<file path="src/rtl/uart_tx_buffer.sv">
// uart_tx_buffer: byte FIFO between the RAM MMIO UART write and the UART
// AXI-stream input, with optional LF to CR LF expansion on the wire.
module uart_tx_buffer #(
  parameter int DEPTH = 16,
  parameter bit CRLF  = 1'b1
) (
  input  logic                     clk,
  input  logic                     rst,
  input  logic                     clk_en,
  input  logic [7:0]               i_wr_data,
  input  logic                     i_wr_en,
  input  logic                     i_flush,
  output logic [7:0]               o_data,
  output logic                     o_valid,
  input  logic                     i_ready,
  output logic [$clog2(DEPTH):0]   o_count,
  output logic                     o_full,
  output logic                     o_empty,
  output logic                     o_overflow
);

  localparam int AW = $clog2(DEPTH);
  localparam int CW = AW + 1;
  localparam logic [CW-1:0] FULL_CNT = CW'(DEPTH);

  typedef enum logic {SEND, CR_DONE} state_e;

  state_e          state_q, state_d;
  logic [7:0]      mem_q [DEPTH];
  logic [7:0]      mem_d [DEPTH];
  logic [AW-1:0]   wr_ptr_q, wr_ptr_d;
  logic [AW-1:0]   rd_ptr_q, rd_ptr_d;
  logic [CW-1:0]   count_q, count_d;
  logic            ovf_q, ovf_d;

  logic [7:0]      head;
  logic            cr_emit;
  logic            hs;
  logic            pop;
  logic            wr_req;
  logic            push;

  assign head       = mem_q[rd_ptr_q];
  assign o_count    = count_q;
  assign o_full     = (count_q == FULL_CNT);
  assign o_empty    = (count_q == '0);
  assign o_overflow = ovf_q;

  // CRLF state register
  always_ff @(posedge clk or negedge rst) begin
    if (!rst) state_q <= SEND;
    else      state_q <= state_d;
  end

  // CRLF next state: a LF head first sends CR, then the LF itself
  always_comb begin
    state_d = state_q;
    if (i_flush)      state_d = SEND;
    else if (hs)      state_d = cr_emit ? CR_DONE : SEND;
  end

  // Stream outputs and handshake decode; CR_DONE leaves the LF at head
  always_comb begin
    o_valid = !o_empty;
    cr_emit = CRLF && (state_q == SEND) && (head == 8'h0A);
    if (!o_valid)     o_data = 8'h00;
    else if (cr_emit) o_data = 8'h0D;
    else              o_data = head;
    hs  = o_valid && i_ready;
    pop = hs && !cr_emit;
  end

  // FIFO next state; flush beats everything, a pop frees a slot when full
  always_comb begin
    wr_req   = i_wr_en && clk_en;
    push     = wr_req && (!o_full || pop);
    mem_d    = mem_q;
    wr_ptr_d = wr_ptr_q;
    rd_ptr_d = rd_ptr_q;
    count_d  = count_q;
    ovf_d    = ovf_q || (wr_req && !push);
    if (push) begin
      mem_d[wr_ptr_q] = i_wr_data;
      wr_ptr_d        = wr_ptr_q + AW'(1);
    end
    if (pop) rd_ptr_d = rd_ptr_q + AW'(1);
    unique case ({push, pop})
      2'b10:   count_d = count_q + CW'(1);
      2'b01:   count_d = count_q - CW'(1);
      default: count_d = count_q;
    endcase
    if (i_flush) begin
      wr_ptr_d = '0;
      rd_ptr_d = '0;
      count_d  = '0;
      ovf_d    = 1'b0;
    end
  end

  // FIFO registers
  always_ff @(posedge clk or negedge rst) begin
    if (!rst) begin
      for (int i = 0; i < DEPTH; i++) mem_q[i] <= '0;
      wr_ptr_q <= '0;
      rd_ptr_q <= '0;
      count_q  <= '0;
      ovf_q    <= 1'b0;
    end else begin
      mem_q    <= mem_d;
      wr_ptr_q <= wr_ptr_d;
      rd_ptr_q <= rd_ptr_d;
      count_q  <= count_d;
      ovf_q    <= ovf_d;
    end
  end

endmodule

</file>
<file path="config.mk">
export PLATFORM = sky130hd
export DESIGN_NAME = uart_tx_buffer
export DESIGN_NICKNAME = d
export VERILOG_FILES = /design/src/rtl/uart_tx_buffer.sv
export SDC_FILE = /design/constraint.sdc
export NUM_CORES = 1
export LEC_CHECK = 0
export ABC_AREA = 0
export BUFFER_PORTS_ARGS = -buffer_cell sky130_fd_sc_hd__buf_2
export CAP_MARGIN = 5
export CORE_UTILIZATION = 62
export CTS_CLUSTER_SIZE = 12
export DETAILED_ROUTE_END_ITERATION = 6
export PLACE_DENSITY = 0.8
export SYNTH_ARGS = -nofsm -noshare
export SYNTH_HDL_FRONTEND = slang
export SYNTH_SLANG_ARGS = --single-unit
</file>
<file path="constraint.sdc">
create_clock -name clk -period 4.7 [get_ports clk]
set_clock_uncertainty 0.15 [all_clocks]
set_input_delay 0.94 -clock clk [delete_from_list [all_inputs] [get_ports clk]]
set_output_delay 0.94 -clock clk [all_outputs]
set_load 0.01 [all_outputs]
</file>
# After elaboration in Yosys (flattened, before gate mapping)
# Cells that the tools add are included.
[totals]
ff_bits = 143
latch_bits = 0
ram_bits = 0
rom_bits = 0
input_bits = 14
out_inout_bits = 17
wordCells = 71
memories = 0
[classes]
addsub = 4
multipliers = 0
div = 0
n_lt_le_gt_ge = 3
n_eq_ne = 4
shifts = 0
mux = 18
bitwise = 3
reduce_logical = 18
[ops]
columns = ["operator", "n"]
rows = [
  ["$bwmux W128", 1],
  ["$mux W8", 5],
  ["$bmux W8 S4", 1],
  ["$demux W8 S4", 1],
  ["$mux W4", 4],
  ["$ge A5 B5 Y1 const B", 2],
  ["$not A4 Y5", 2],
  ["$pmux W5 S2", 1],
  ["$add A4 B1 Y4 const B", 2],
  ["$eq A8 B4 Y1 const B", 1],
  ["$logic_and A1 B1 Y1", 7],
  ["$reduce_bool A2 Y1", 3],
  ["$add A5 B1 Y5 const B", 1],
  ["$eq A5 B5 Y1 const B", 1],
  ["$logic_not A5 Y1", 1],
  ["$lt A5 B1 Y1 const B", 1],
  ["$mux W5", 1],
  ["$sub A5 B1 Y5 const B", 1],
  ["$logic_not A1 Y1", 4],
  ["$mux W1", 4],
  ["$reduce_bool A3 Y1", 1],
  ["$eq A2 B1 Y1 const B", 1],
  ["$eq A2 B2 Y1 const B", 1],
  ["$logic_or A1 B1 Y1", 2],
  ["$not A1 Y1", 1],
]

# Logic depth before layout (Yosys ltp)
[depth]
word_depth = 14
mapped_depth = 15
mapped_depth_nobuf = 13

# Least setup slack after synthesis
# OpenSTA, ideal clock, no wires.
[synth_path]
path_kind = "reg2out"
from = "reg rd_ptr_q[1]"
to = "out o_data[0]"
arrival_ns = 2.587
t_required_ns = 3.610
path_slack_ns = 1.023
stages_incl_launch_ff = 10
path_buffers = 3
cell_sequence = "dfrtp_1 > clkbuf_1 > clkbuf_1 > mux4_2 > a22oi_1 > nand2_1 > nor4_2 > nand4b_2 > clkbuf_1 > a31oi_1"
[synth_via]
elab_chain_len = 8
[synth_rtl]
columns = ["item", "line_no", "text"]
rows = [
  ["start, declared", "32", "logic [AW-1:0] rd_ptr_q, rd_ptr_d;"],
  ["start signal, assigned", "111", "rd_ptr_q <= rd_ptr_d;"],
  ["$not A4 Y5 (implied by the code) (*)", "43", "assign head = mem_q[rd_ptr_q];"],
  ["$bmux W8 S4 (*)", "43", ""],
  ["$mux W8 (implied by the code) (*) (2 in a row)", "43", ""],
  ["$eq A8 B4 Y1", "65", "cr_emit = CRLF && (state_q == SEND) && (head == 8'h0A);"],
  ["$logic_and A1 B1 Y1", "65", ""],
  ["$mux W8 (*)", "67", "else if (cr_emit) o_data = 8'h0D;"],
  ["$mux W8 (*)", "66", "if (!o_valid) o_data = 8'h00;"],
  ["end, declared", "13", "output logic [7:0] o_data,"],
]
# Every way passes the cells marked *; elsewhere a longest branch is shown, timed or not. The select of a mux whose other input is x is not followed.

# Final worst setup path
[layout_path]
from = "reg rd_ptr_q[0]"
to = "out o_data[0]"
# The elaborated chain is that of the path after synthesis.

==> flow_summary.yaml <==
final_layout:
  layout-drive-gt1-share_pct: 38.97
  final_cells: 666
  area_growth_pct: 11.66
  num-nets-final: 535
  antenna_cells: 0
  fin_area_sq_um: 7958
setup_path:
  cp-startpoint: "rd_ptr_q[0]$_DFFE_PN0P_"
  cp_num_buf_inv: 2
  crit_end: "o_data[0]"
  cp.required_ns: 3.61
  critPathMaxStageDelay_ns: 0.52
  timing.rr.start: "rd_ptr_q[0]$_DFFE_PN0P_"
  cpMaxStageDelayCell: "mux4_2"
  crit_chain: "buf_12 > mux4_2 > a22oi_1 > nand2_1 > nor4_2 > nand4b_4 > a31oi_1 > buf_2"
  r2r-end: "o_count[4]$_DFFE_PN0P_"
  start_kind: "flop"
  worst_setup_path_end_kind: "primary output"
  worstSetupPathType: "flop to primary output"
  cp_top_family: "simple AND/OR/NAND/NOR gates"
  crit_arrival_ns: 3.34
  rr_worst_depth: 14
  critical_path_cell_count: 8
  crit_path_max_fanout: 23
  r2r_slack_ns: 0.49
global_routing:
  grt_use_total_pct: 28.02
  grt_pass1_wl_um: 23920
  antenna_found_initial: 0
  grt_max_degree: 122
  grt_pass1_vias: 4328
  overflow: 0
logic_synthesis:
  synth_top_area_cell: "dfrtp_1"
  avgSynthCellArea_sq_um: 14.46
  synth_top_area_share_pct: 50.21
  ys_async_sr_fraction_pct: 100.0
  yosysMostFrequentCell: "dfrtp_1"
  syn_area_sq_um: 7127
  synthTopCellsByArea: "dfrtp_1 (50%), mux2_2 (14%), mux4_2 (10%)"
  synth_top_flop_cell: "dfrtp_1"
  yosysWarningCount: 0
  yosys-top-cells-count: "dfrtp_1 (143), mux2_2 (86), mux2_1 (42)"
  syn_nets: 514
  yosysSeqAreaShare_pct: 50.21
  synth-seq-cells: 143
  synth_edf_count: 0
  ys_types: 46
  synthCells: 493
pwr:
  cellPowerDensity_nw_per_um2: 476.3
  internal_power_mw: 2.620
  p_seq_share_pct: 38.3
  pwr-share-clk_pct: 34.0
  swShare_pct: 30.88
  power_frac_comb_pct: 27.6
  switchingPower_mw: 1.171
  power_leakage_nw: 4.104
  power_mw: 3.790
  vdd_drop_max_v: 0.0004762
outcome:
  status: "completed"
sta:
  min_period_over_period_pct: 94.22
  worst_slew_pin_slew_ns: 1.148
  slew_headroom_pct: 23.48
  fin_setup_tns_ns: 0
  fin_crit_ns: 4.428
  grt_setup_unrepaired: "false"
  clock.fmax_mhz: 225.8
  final_max_slew_viol_count: 0
  hold_violations: 0
  hold_ws_ns: 0.3356
  setup_viol: 0
routing:
  firstDrtPassIters: 6
  drc: 0
  num_vias: 4350
  avgViaCountPerCell: 6.532
  ant_nets: 0
  wirelength_um: 15040
  drt_iter0_markers: 418
  avgRoutedWirePerCell_um: 22.59
placed_design:
  placed_cell_area_sq_um: 7377
  gp_congestion: 0.9141
  portBuffers: 30
  dp_hpwl_um: 10050
  dp.cells: 635
flow_run:
  cap_violations: 0
clocking:
  insertion_delay_ns: 0.42
  cts_tree: "yes"
  cts.sinks: 143
  clockBufferDepth: 2
  cts_made_buffers: 17
  ctsHoldBuffers: 0
  cts-root-buf: "clkbuf_16"
  cts.clk_slew.worst_paths_ns: 0.06
  htreeDepth: 4
min_path:
  hold_path.class: "flop to flop"
die:
  ios: 31
  initial_core_util_pct: 64.61
  dieArea_sq_um: 11930
  num_rows: 38
  fp.dieH_um: 109.2
  core_sq_um: 11030
  die_x_um: 109.2
how the worst min path moves through the flow:
stage                          startpoint                    end  slack (ns)  cells after the start
floorplan           mem_q[10]$_DFFE_PN0P_  mem_q[10]$_DFFE_PN0P_        0.31                      1
global placement    mem_q[52]$_DFFE_PN0P_  mem_q[52]$_DFFE_PN0P_        0.32                      1
detailed placement  mem_q[47]$_DFFE_PN0P_  mem_q[47]$_DFFE_PN0P_        0.33                      1
CTS                 mem_q[47]$_DFFE_PN0P_  mem_q[47]$_DFFE_PN0P_        0.34                      1
global route        mem_q[18]$_DFFE_PN0P_  mem_q[18]$_DFFE_PN0P_        0.36                      1
finish              mem_q[42]$_DFFE_PN0P_  mem_q[42]$_DFFE_PN0P_        0.34                      1
sequential cells by signal (all words and copies together), names as in the netlist:
| signal | cells |
|---|---|
| o_overflow | 1 |
| state_q | 1 |
| o_count | 5 |
| rd_ptr_q | 4 |
| wr_ptr_q | 4 |
| mem_q | 128 |
stage by stage:
| step | util [%] | worst slack (ns) |
|---|---|---|
| 6_report | 72.14 | 0.2718 |
| 5_1_grt | 72.14 | 0.1248 |
| 4_1_cts | 72.06 | 0.1580 |
| 3_5_place_dp | 66.88 | 0.4405 |
| 3_3_place_gp | 66.88 | 0.5842 |
| 2_1_floorplan | - | 1.023 |
metal layers:
layer,track usage [%],vias up,share of wire [%]
met3,5.977,30,4.2
met4,9.524,0,1.6
met2,44.25,121,50
met5,0,-,0
li1,-,1900,-
met1,38.79,2299,44
placed cells by master, fill, tap and decap left out, types with 6 or more instances in the layout:
master / count
and2_1: 8
buf_2: 29
dfrtp_1: 142
mux2i_1: 6
ha_1: 7
a21oi_1: 12
a22oi_1: 10
nand4b_4: 12
inv_1: 11
clkbuf_16: 17
nor2_1: 14
nand2_1: 14
nor3_1: 6
clkinv_2: 7
mux4_2: 32
mux2_1: 42
mux2_2: 86
power groups by stage:
stage | clock (mW) | sequential, mW | combinational [mW]
floorplan | 0 | 1.43 | 0.754
global placement | 0 | 1.46 | 1.01
detailed placement | 0 | 1.47 | 1.03
CTS | 1.31 | 1.45 | 1.04
global route | 1.36 | 1.47 | 1.14
finish | 1.29 | 1.45 | 1.05
cell families (layout without fill, tap and decap cells):
| family | count (synthesis) | in the layout | share of synthesized area, % |
|---|---|---|---|
| compound gates | 46 | 46 | 4.477 |
| xor+xnor | 4 | 4 | 0.4917 |
| mux | 166 | 166 | 31.18 |
| buf+inv | 45 | 78 | 2.721 |
| fa+ha+maj | 7 | 7 | 1.229 |
| simple gates | 82 | 82 | 9.691 |
| flops | 143 | 143 | 50.21 |
area by class of cell:
| class | instances | area (sq um) |
|---|---|---|
| clock buffer | 19 | 452.9 |
| clock inverter | 12 | 118.9 |
| fill | 690 | 3073 |
| inverter | 11 | 41.29 |
| multi-input combinational | 305 | 3363 |
| sequential | 143 | 3580 |
| tap | 140 | 175.2 |
| timing repair buffer | 36 | 226.5 |
what timing repair did:
action,CTS,global route
resized for setup,0,1
setup endpoints to repair,0,3
setup buffers,0,0
(Power assumes the default switching activity.)
